$ cat config.mk
export PLATFORM = sky130hd
export DESIGN_NAME = trigger_ctrl
export DESIGN_NICKNAME = d
export VERILOG_FILES = /design/src/rtl/trigger_ctrl.sv
export SDC_FILE = /design/constraint.sdc
export NUM_CORES = 1
export LEC_CHECK = 0
export BUFFER_PORTS_ARGS = -buffer_cell sky130_fd_sc_hd__buf_4
export CORE_MARGIN = 10
export CORE_UTILIZATION = 63
export CTS_CLUSTER_DIAMETER = 80
export DETAILED_ROUTE_END_ITERATION = 12
export GPL_ROUTABILITY_DRIVEN = 0
export PLACE_DENSITY = 0.87
export SLEW_MARGIN = 40
export SYNTH_ARGS = -nofsm -noshare
export SYNTH_HDL_FRONTEND = slang
export SYNTH_SLANG_ARGS = --single-unit
$ cat constraint.sdc
create_clock -name clk -period 2.4 [get_ports clk]
set_clock_uncertainty 0.1 [all_clocks]
set_input_delay 0.12 -clock clk [delete_from_list [all_inputs] [get_ports clk]]
set_output_delay 0.12 -clock clk [all_outputs]
set_load 0.02 [all_outputs]
$ cat src/rtl/trigger_ctrl.sv
// trigger_ctrl: turns a raw, bouncy trigger button into clean shot strobes.
// The chain is a two-flop synchroniser, a debouncer, a rising-edge detector,
// and a fire/cooldown FSM that also owns the misfire error hold.
// `fire` drives the shot counter's clock input, so it comes straight from a
// flop and can never glitch.
module trigger_ctrl #(
  parameter int DEBOUNCE_CYCLES = 1_000_000,
  parameter int COOLDOWN_CYCLES = 25_000_000,
  parameter int ERR_CYCLES      = 50_000_000
) (
  input  logic clk,
  input  logic reset,
  input  logic enable,
  input  logic trig_raw,
  output logic fire,
  output logic error,
  output logic busy,
  output logic trig_db
);

  localparam int DB_W  = (DEBOUNCE_CYCLES > 1) ? $clog2(DEBOUNCE_CYCLES) : 1;
  localparam int CD_W  = (COOLDOWN_CYCLES > 1) ? $clog2(COOLDOWN_CYCLES) : 1;
  localparam int ERR_W = (ERR_CYCLES > 1)      ? $clog2(ERR_CYCLES)      : 1;

  localparam logic [DB_W-1:0]  DB_LAST  = DB_W'(DEBOUNCE_CYCLES - 1);
  localparam logic [CD_W-1:0]  CD_LAST  = CD_W'(COOLDOWN_CYCLES - 1);
  localparam logic [ERR_W-1:0] ERR_LAST = ERR_W'(ERR_CYCLES - 1);

  typedef enum logic [1:0] {IDLE, FIRE, COOLDOWN} state_t;

  logic             r_s1, r_s2;
  logic             r_db, r_db_d;
  logic [DB_W-1:0]  r_db_cnt;
  state_t           r_state;
  logic [CD_W-1:0]  r_cd_cnt;
  logic [ERR_W-1:0] r_err_cnt;
  logic             r_fire, r_busy, r_err;

  logic w_press, w_misfire;

  // One-cycle pulse on a debounced press; any press during cooldown is a misfire.
  assign w_press   = r_db & ~r_db_d;
  assign w_misfire = w_press & (r_state == COOLDOWN);

  // Bring the asynchronous button into the clock domain.
  always_ff @(posedge clk or negedge reset) begin
    if (!reset) begin
      r_s1 <= 1'b0;
      r_s2 <= 1'b0;
    end else begin
      r_s1 <= trig_raw;
      r_s2 <= r_s1;
    end
  end

  // Debounce: the level only flips after DEBOUNCE_CYCLES consecutive disagreeing
  // samples; any bounce back restarts the wait. Press and release alike.
  always_ff @(posedge clk or negedge reset) begin
    if (!reset) begin
      r_db     <= 1'b0;
      r_db_cnt <= '0;
    end else if (r_s2 != r_db) begin
      if (r_db_cnt == DB_LAST) begin
        r_db     <= ~r_db;
        r_db_cnt <= '0;
      end else begin
        r_db_cnt <= r_db_cnt + DB_W'(1);
      end
    end else begin
      r_db_cnt <= '0;
    end
  end

  // Delayed debounced level for edge detection.
  always_ff @(posedge clk or negedge reset) begin
    if (!reset) r_db_d <= 1'b0;
    else        r_db_d <= r_db;
  end

  // Fire/cooldown FSM with registered fire/busy and the misfire error hold.
  always_ff @(posedge clk or negedge reset) begin
    if (!reset) begin
      r_state   <= IDLE;
      r_cd_cnt  <= '0;
      r_fire    <= 1'b0;
      r_busy    <= 1'b0;
      r_err     <= 1'b0;
      r_err_cnt <= '0;
    end else begin
      r_fire <= 1'b0;
      case (r_state)
        IDLE: begin
          // A disarmed press or a press under an active error hold is dropped.
          if (w_press && enable && !r_err) begin
            r_state <= FIRE;
            r_fire  <= 1'b1;
            r_busy  <= 1'b1;
          end
        end
        FIRE: begin
          r_state  <= COOLDOWN;
          r_cd_cnt <= '0;
        end
        COOLDOWN: begin
          // Runs to completion regardless of enable or misfires.
          if (r_cd_cnt == CD_LAST) begin
            r_state  <= IDLE;
            r_busy   <= 1'b0;
            r_cd_cnt <= '0;
          end else begin
            r_cd_cnt <= r_cd_cnt + CD_W'(1);
          end
        end
        default: begin
          r_state <= IDLE;
          r_busy  <= 1'b0;
        end
      endcase

      // A misfire (re)starts the hold, taking priority over its terminal count.
      if (w_misfire) begin
        r_err     <= 1'b1;
        r_err_cnt <= '0;
      end else if (r_err) begin
        if (r_err_cnt == ERR_LAST) begin
          r_err     <= 1'b0;
          r_err_cnt <= '0;
        end else begin
          r_err_cnt <= r_err_cnt + ERR_W'(1);
        end
      end
    end
  end

  assign fire    = r_fire;
  assign busy    = r_busy;
  assign error   = r_err;
  assign trig_db = r_db;

endmodule

==> metrics.cfg, run 1 <==
[synth]
syn_area_um2=4660
yosysWarnings=0
yosysUniqueCellTypes=55
synthCells=521
ys.flop_type=dfrtp_1
synth_area_leader_cell=dfrtp_1
syn-num-nets=532
synth_edf_count=0
synth_area_per_cell_um2=8.94
synth-seq-cells=80
synth_area_leaders=dfrtp_1 (43%), nand4_1 (4.2%), nor2_1 (3.6%)
synth_seq_area_share=0.430
async_flop_share=1.00
synth_top_area_share=0.430

[detailed_routing]
via_count=4191
wl_per_cell_um=17.6
drt-total-wl_mm=11.1
antenna_left=0
vias_per_cell=6.64
drt_iter0_markers=439
remaining_drc_errors=0
first_pass_iters=5

[grt]
grt_max_degree=44
grt.total_usage=0.196
antenna_found_initial=0
grt-ovfl-total=0
grt_pass1_wl_mm=18.5
grt_pass1_vias=3949

[placed_design]
io_buffers=7
place_hpwl_mm=7.43
dpl_cell_area_um2=4850

[floorplanning]
fp.coreArea_um2=7210
die_x_um=106
initial_core_util=0.646
die_y_um=106
dieArea_um2=11200
rows=31
pin_count=8

[worst_setup_path]
critPathCaptureType=flop
path_max_fanout=6
crit_type=reg -> reg
crit_arrival_ps=2420
reg2reg_depth=6
critPathLaunchType=flop
required_ps=2580

[clocking]
cts_buffers=9
cts_tree=done
cts_resized=0
clkSlewWorstSetupHoldPaths_ps=90
clk_latency_ps=370
htreeDepth=3
cts-root-buf=clkbuf_8
clock-sinks=80
clock_tree.buffer_depth=2

[power_and_ir_drop]
p_leak_nw=2.05
pwr_density_cell_nw_per_um2=483
ir_drop_v=0.000463

[sta]
worstMarginPinSlew_ps=678
drv_slew=0
fin_setup_tns_ps=0
final_hold_viol_count=0
layout_min_cycle_time_ps=2240
setup_viol=0
slew-limit-headroom=0.544
fmax_ghz=0.446
grt_setup_unrepaired=no
finalCritPeriodShare=0.933

[outcome]
status=finished clean

[finish]
nFillCells=526
area.sequential_um2=2000
syn2layout_area_growth_pct=9.37
layout.nets=538
utilization=0.706
final_area_um2=5100
multi_input_area_um2=2480
drive_above_1_share=0.0846
num_antenna_cells=0

[worst_hold_path]
min_path_type=in -> async

[flow_run]
max_cap_violations=0

-- layer usage --
layer / GRT usage / routed length, um / vias to the layer above / share of wire
met1: 0.239 / 4720 / 2012 / 0.42
met5: 0 / 0 / - / 0
met4: 0.0754 / 214 / 0 / 0.019
met2: 0.327 / 5490 / 169 / 0.49
met3: 0.0471 / 685 / 29 / 0.062
li1: - / - / 1981 / -
-- cells by family (layout without fill, tap and decap cells) --
logic type / Yosys count / in the layout / share of synthesized area
AOI/OAI and AO/OA: 102 / 102 / 0.146
xor gates and xnor gates: 21 / 21 / 0.0395
adders and majority gates: 7 / 7 / 0.0188
buffers and inverters: 44 / 55 / 0.0376
DFF: 80 / 80 / 0.430
muxes: 7 / 7 / 0.0153
and+or+nand+nor: 260 / 260 / 0.313
-- area by class of cell --
class / count / share of cell area
clock buffers: 10 / 0.0270
repair buffers: 26 / 0.0447
multi-input cells: 397 / 0.487
flip-flops and latches: 80 / 0.393
well taps: 99 / 0.0243
inverters: 13 / 0.00958
clock inverters: 6 / 0.0145
-- layout by cell type, fill, tap and decap left out, drive strengths merged, types with 7 or more instances in the layout --
cell type,netlist,final
a21oi,19,19
a22oi,13,13
and2,9,9
and3,17,17
and4,13,13
buf,4,23
clkbuf,27,10
dfrtp,80,80
ha,7,7
inv,13,15
nand2,37,37
nand3,22,22
nand4,31,31
nor2,45,45
nor3,21,21
nor4,16,16
o21ai,27,27
o31ai,16,16
or3,12,12
or4,14,14
xnor2,14,14
xor2,7,7
-- state kept, by name, summed over array words and instances (netlist names) --
register   count
r_state        2
r_s2           1
r_db_d         1
error          1
trig_db        1
r_s1           1
r_err_cnt     26
busy           1
r_cd_cnt      25
r_db_cnt      20
fire           1
-- stage by stage --
stage | setup WS, ps | instances | hold slack [ps] | power, mW
2_1_floorplan | 252 | 521 | -276 | 1.40
3_3_place_gp | 255 | 612 | 4.41 | 1.44
3_5_place_dp | 182 | 612 | 9.18 | 1.44
4_1_cts | 181 | 631 | 147 | 2.49
5_1_grt | 64.9 | 631 | 183 | 2.54
6_report | 160 | 631 | 158 | 2.46
-- what timing repair did --
item                                    4_1_cts  5_1_grt
hold buffers                                  3        0
hold endpoints to repair                     39        0
setup buffers                                 0        0
endpoints found under the setup margin        0        0
-- critical path, cell delays in order, from the launching register on --
cell and delay [ps]:
dfrtp_1 390, inv_1 100, ha_1 340, nand4_1 170
or4_1 530, or3_1 360, a22oi_1 170
-- cells in the mapped netlist (3+ instances only) --
| cell type | instances |
|---|---|
| nor4_1 | 16 |
| o31ai_1 | 16 |
| and2_1 | 9 |
| xor2_1 | 7 |
| inv_1 | 13 |
| o211ai_1 | 4 |
| clkbuf_1 | 27 |
| o21ai_0 | 25 |
| nor2b_1 | 3 |
| ha_1 | 7 |
| nor4b_1 | 5 |
| xnor2_1 | 14 |
| nand2_1 | 37 |
| nor2_1 | 45 |
| o41ai_1 | 3 |
| a21oi_1 | 19 |
| and3_1 | 17 |
| mux2i_1 | 6 |
| nand3_1 | 22 |
| or3_1 | 12 |
| nor3_1 | 21 |
| a31oi_1 | 5 |
| a22oi_1 | 13 |
| nand2b_1 | 3 |
| dfrtp_1 | 80 |
| and4_1 | 13 |
| nand4_1 | 31 |
| or4_1 | 13 |
-- worst paths after layout --
check / start / endpoint / slack, ps
max: r_state[1] / r_cd_cnt[15] / 160
min: reset / r_s2 / 160
max reg2reg: r_state[1] / r_cd_cnt[15] / 160
min reg2reg: r_s1 / r_s2 / 270
max in group asynchronous: reset / r_err_cnt[20] / 1440
min in group clk: r_s1 / r_s2 / 270
-- report_power, final --
group / internal [mW] / switching [mW] / leakage, nW / total, mW
clock: 0.521 / 0.526 / 0.101 / 1.05
sequential: 1.35 / 0.00719 / 1.11 / 1.36
combinational: 0.0174 / 0.0390 / 0.839 / 0.0565
total: 1.89 / 0.572 / 2.05 / 2.46
Power figures use the tool's default switching activity.
==> run 2, diff against run 1 <==
CORE_UTILIZATION = 30   (was 63)
PLACE_DENSITY = 0.51   (was 0.87)
==> metrics.cfg, run 2 (same netlist as run 1, synthesis figures left out) <==
[sta]
final_hold_viol_count=0  ; unchanged
fmax_ghz=0.446  ; -0.12%
setup_ws_ps=157  ; -2.69 ps
holdWs_ps=175  ; +16.6 ps
fin_setup_tns_ps=0  ; unchanged
finalCritPeriodShare=0.935  ; +0.00112
layout_min_cycle_time_ps=2240  ; +2.69 ps
setup_viol=0  ; unchanged
slew-limit-headroom=0.604  ; +0.0603
drv_slew=0  ; unchanged
grt_setup_unrepaired=no
worstMarginPinSlew_ps=589  ; -89.6 ps

[grt]
grt_pass1_vias=3979  ; +0.76%
antenna_found_initial=0  ; unchanged
grt_max_degree=47  ; +6.8%
grt-ovfl-total=0  ; unchanged
grt_pass1_wl_mm=20.3  ; +9.8%
grt.total_usage=0.121  ; -0.0749

[placed_design]
dpl_worst_slack_ps=185  ; +2.97 ps
place_hpwl_mm=8.07  ; +8.6%
place_inst=706  ; +15%
io_buffers=7  ; unchanged
dpl_cell_area_um2=5000  ; +3.1%

[worst_setup_path]
path_max_fanout=7  ; +1
slowest_stage=or3_1
required_ps=2570  ; about the same
critPathCaptureType=flop
r2r_slack_ps=160  ; about the same
crit_type=reg -> reg
crit_arrival_ps=2420  ; about the same
critPathLaunchType=flop
crit_buf_inv=1  ; unchanged
r2r-end=r_cd_cnt[23]
reg2reg_depth=6  ; unchanged
crit_path_cell_trace=inv_1 > ha_1 > nand4_1 > or3_1 > or4_1 > a22oi_1
reg2reg_from=r_state[1]
path_delay_family=simple AND/OR/NAND/NOR gates
cpPeakStageDelay_ps=460  ; -70 ps

[floorplanning]
fp.coreArea_um2=15200  ; +110%
rows=45  ; +45%
dieArea_um2=20900  ; +86%
die_x_um=145  ; +36%
initial_core_util=0.307  ; -0.339
pin_count=8  ; unchanged
die_y_um=145  ; +36%

[clocking]
clk_latency_ps=350  ; -20 ps
clkSlewWorstSetupHoldPaths_ps=60  ; -30 ps
cts_buffers=9  ; unchanged
cts_tree=done
htreeDepth=3  ; unchanged
clock-sinks=80  ; unchanged
cts_resized=0  ; unchanged
cts_setup_buffers=0  ; unchanged
cts-root-buf=clkbuf_16
clock_tree.buffer_depth=2  ; unchanged

[detailed_routing]
remaining_drc_errors=0  ; unchanged
first_pass_iters=5  ; unchanged
drt_iter0_markers=359  ; -18%
antenna_left=0  ; unchanged
vias_per_cell=5.74  ; -14%
wl_per_cell_um=16.2  ; -8.0%
via_count=4155  ; -0.86%
drt-total-wl_mm=11.7  ; +5.6%

[power_and_ir_drop]
power_mw=3.03  ; +23%
pwr_density_cell_nw_per_um2=564  ; +17%
ir_drop_v=0.000335  ; -28%
p_leak_nw=2.14  ; +4.2%

[flow_run]
max_cap_violations=0  ; unchanged

[finish]
num_antenna_cells=0  ; unchanged
reg.largest.list=r_err_cnt (26), r_cd_cnt (25), r_db_cnt (20)
largest_reg_flops=26  ; unchanged
final_area_um2=5380  ; +5.5%
utilization=0.354  ; -0.353
drive_above_1_share=0.0914  ; +0.00683
layout.nets=543  ; +0.93%
layout_common_cells=dfrtp_1 (80), nor2_1 (45), nand2_1 (37)
syn2layout_area_growth_pct=15.4
regMostFlops=r_err_cnt
layout_commonest_cell=dfrtp_1
layout.cells.non_filler=724  ; +15%

[outcome]
status=finished clean

[worst_hold_path]
min_path_type=in -> async

-- run 2: changes by cell type in the layout (fill, tap and decap cells not counted), sizes merged --
cell	delta
clkinv	-1
buf	+5
inv	-2
bufinv	+2
-- run 2: layer usage --
layer	global-route usage	wire length, um	vias up
li1	-	-	1992
met1	0.156	5520	2043
met2	0.187	5460	96
met3	0.0233	468	24
met4	0.0612	279	0
met5	0	0	-
-- run 2: what timing repair did --
item	in CTS	in global routing
setup endpoints to repair	0	0
endpoints found under the hold margin	36	0
hold buffers	3	0
-- run 2: how the worst max path moves through the flow --
stage                  from            to  slack, ps  cells after the start
2_1_floorplan    r_state[0]  r_cd_cnt[16]        250                      7
3_3_place_gp   r_db_cnt[12]       trig_db        220                      4
3_5_place_dp     r_state[1]  r_cd_cnt[23]        190                      6
4_1_cts          r_state[1]  r_cd_cnt[23]        170                      6
5_1_grt          r_state[1]  r_cd_cnt[21]         20                      6
6_report         r_state[1]  r_cd_cnt[23]        160                      6
-- run 2: cell type report --
| cell class | instances | area, um^2 |
|---|---|---|
| Tap cell | 188 | 235 |
| Clock inverter | 5 | 105 |
| Inverter | 13 | 48.8 |
| Clock buffer | 10 | 239 |
| Multi-Input combinational cell | 397 | 2480 |
| Timing Repair Buffer | 31 | 265 |
| Fill cell | 1542 | 9820 |
| Sequential cell | 80 | 2000 |
-- run 2: report_power, final --
part | switching (mW) | internal [mW] | total [mW]
Sequential | 0.00615 | 1.35 | 1.36
Combinational | 0.0395 | 0.0171 | 0.0565
Clock | 0.577 | 1.04 | 1.62
Total | 0.623 | 2.41 | 3.03
==> run 3, diff against run 2 <==
PLACE_DENSITY = default   (was 0.51)
PLACE_DENSITY_LB_ADDON = 0.15   (was default)
==> metrics.cfg, run 3 (same netlist as run 1, synthesis figures left out) <==
[outcome]
status=finished clean

[floorplanning]
fp.coreArea_um2=15200  ; unchanged
dieArea_um2=20900  ; unchanged
die_x_um=145  ; unchanged
initial_core_util=0.307  ; unchanged
rows=45  ; unchanged
die_y_um=145  ; unchanged
pin_count=8  ; unchanged

[power_and_ir_drop]
power_mw=2.94  ; -2.9%
p_leak_nw=2.13  ; -0.15%
ir_drop_v=0.000341  ; +1.8%
pwr_density_cell_nw_per_um2=550  ; -2.4%

[grt]
antenna_found_initial=0  ; unchanged
grt.total_usage=0.123  ; +0.00223
grt-ovfl-total=0  ; unchanged
grt_max_degree=44  ; -6.4%
grt_pass1_vias=3956  ; -0.58%
grt_pass1_wl_mm=20.6  ; +1.3%

[sta]
slew-limit-headroom=0.525  ; -0.0790
finalCritPeriodShare=0.931  ; -0.00311
layout_min_cycle_time_ps=2240  ; -7.47 ps
fmax_ghz=0.447  ; +0.33%
setup_viol=0  ; unchanged
worstMarginPinSlew_ps=706  ; +117 ps
fin_setup_tns_ps=0  ; unchanged
final_hold_viol_count=0  ; unchanged
drv_slew=0  ; unchanged
grt_setup_unrepaired=no

[worst_setup_path]
critPathLaunchType=flop
cp_num_cells=6  ; unchanged
reg2reg_depth=6  ; unchanged
slowest_stage=or4_1
crit_path_cell_trace=inv_1 > ha_1 > nand4_1 > or4_1 > or3_1 > a22oi_1
reg2reg_from=r_state[0]
crit_path_start=r_state[0]
required_ps=2550  ; -20 ps
path_max_fanout=6  ; -1
crit_type=reg -> reg
critPathCaptureType=flop
path_delay_family=simple AND/OR/NAND/NOR gates
cpPeakStageDelay_ps=540  ; +80 ps
crit_buf_inv=1  ; unchanged
crit_arrival_ps=2390  ; -30 ps

[clocking]
clk_latency_ps=340  ; about the same
cts_resized=0  ; unchanged
clock-sinks=80  ; unchanged
cts_buffers=9  ; unchanged
cts-root-buf=clkbuf_16
cts_tree=done
clkSlewWorstSetupHoldPaths_ps=70  ; about the same
htreeDepth=3  ; unchanged
clock_tree.buffer_depth=2  ; unchanged

[worst_hold_path]
min_path_type=in -> reg
min_path_cells=3
hp-start=enable

[detailed_routing]
via_count=4090  ; -1.6%
wl_per_cell_um=16.6  ; +2.3%
drt-total-wl_mm=12.0  ; +2.4%
remaining_drc_errors=0  ; unchanged
drt_iter0_markers=342  ; -4.7%
antenna_left=0  ; unchanged
first_pass_iters=5  ; unchanged
vias_per_cell=5.64  ; -1.7%

[finish]
layout.nets=543  ; unchanged
largest_reg_flops=26  ; unchanged
area.sequential_um2=2000  ; unchanged
multi_input_area_um2=2480  ; unchanged
layout_commonest_cell=dfrtp_1
drive_above_1_share=0.0950  ; +0.00355
nFillCells=1556  ; +0.91%
reg.largest.list=r_err_cnt (26), r_cd_cnt (25), r_db_cnt (20)
layout_common_cells=dfrtp_1 (80), nor2_1 (45), nand2_1 (37)
regMostFlops=r_err_cnt
num_antenna_cells=0  ; unchanged
syn2layout_area_growth_pct=14.8

[placed_design]
io_buffers=7  ; unchanged
place_hpwl_mm=8.31  ; +3.1%

[flow_run]
max_cap_violations=0  ; unchanged

run 3: cell count changes in the layout (fill, tap and decap cells not counted), sizes merged:
cell | previous run | this run
clkinv | 0 | 3
dlygate4sd3 | 3 | 2
clkinvlp | 2 | 0
clkbuf | 10 | 11
bufinv | 3 | 2
buf | 28 | 29
run 3: area by class of cell:
class,count,share of cell area
inverters,13,0.00912
clock inverters,5,0.0147
clock buffers,11,0.0472
multi-input cells,397,0.464
repair buffers,31,0.0468
flip-flops and latches,80,0.374
well taps,188,0.0440
run 3: path summary, 6_finish.rpt:
path                                endpoint  slack, ps
worst max register to register  r_cd_cnt[15]        160
worst max-delay path            r_cd_cnt[15]        160
max in group asynchronous       r_err_cnt[7]       1330
worst min register to register          r_s2        260
min in group asynchronous       r_db_cnt[10]        240
worst min-delay path                    fire         50
run 3: power breakdown:
| part | total [mW] | switching, mW | internal (mW) |
|---|---|---|---|
| Sequential | 1.36 | 0.00647 | 1.35 |
| Clock | 1.53 | 0.562 | 0.966 |
| Combinational | 0.0552 | 0.0392 | 0.0160 |
run 3: routing by layer:
metal	vias to the layer above	GRT usage	routed length [um]
li1	1993	-	-
met2	84	0.195	5730
met3	8	0.0269	511
met5	-	0	0
met1	2005	0.162	5700
met4	0	0.0399	77
run 3: repair_timing:
action                     CTS  global route
buffers inserted             0             1
hold buffers                 2             0
hold endpoints to repair    43             0
setup endpoints to repair    0             1
run 3: worst min-delay path, cell delays in order:
cell	delay, ps
buf_4	120
nand4bb_1	150
nor2_1	70
run 3: per-stage QoR:
stage	hold WS (ps)	std cells	setup WS (ps)	area (um^2)	utilization
after detailed placement	72.3	706	149	4990	0.328
after floorplan	-276	521	252	4660	-
final	53.5	725	165	5350	0.352
after global placement	70.8	706	230	4990	0.328
after global routing	80.0	725	0.794	5350	0.352
after CTS	39.4	724	134	5340	0.351
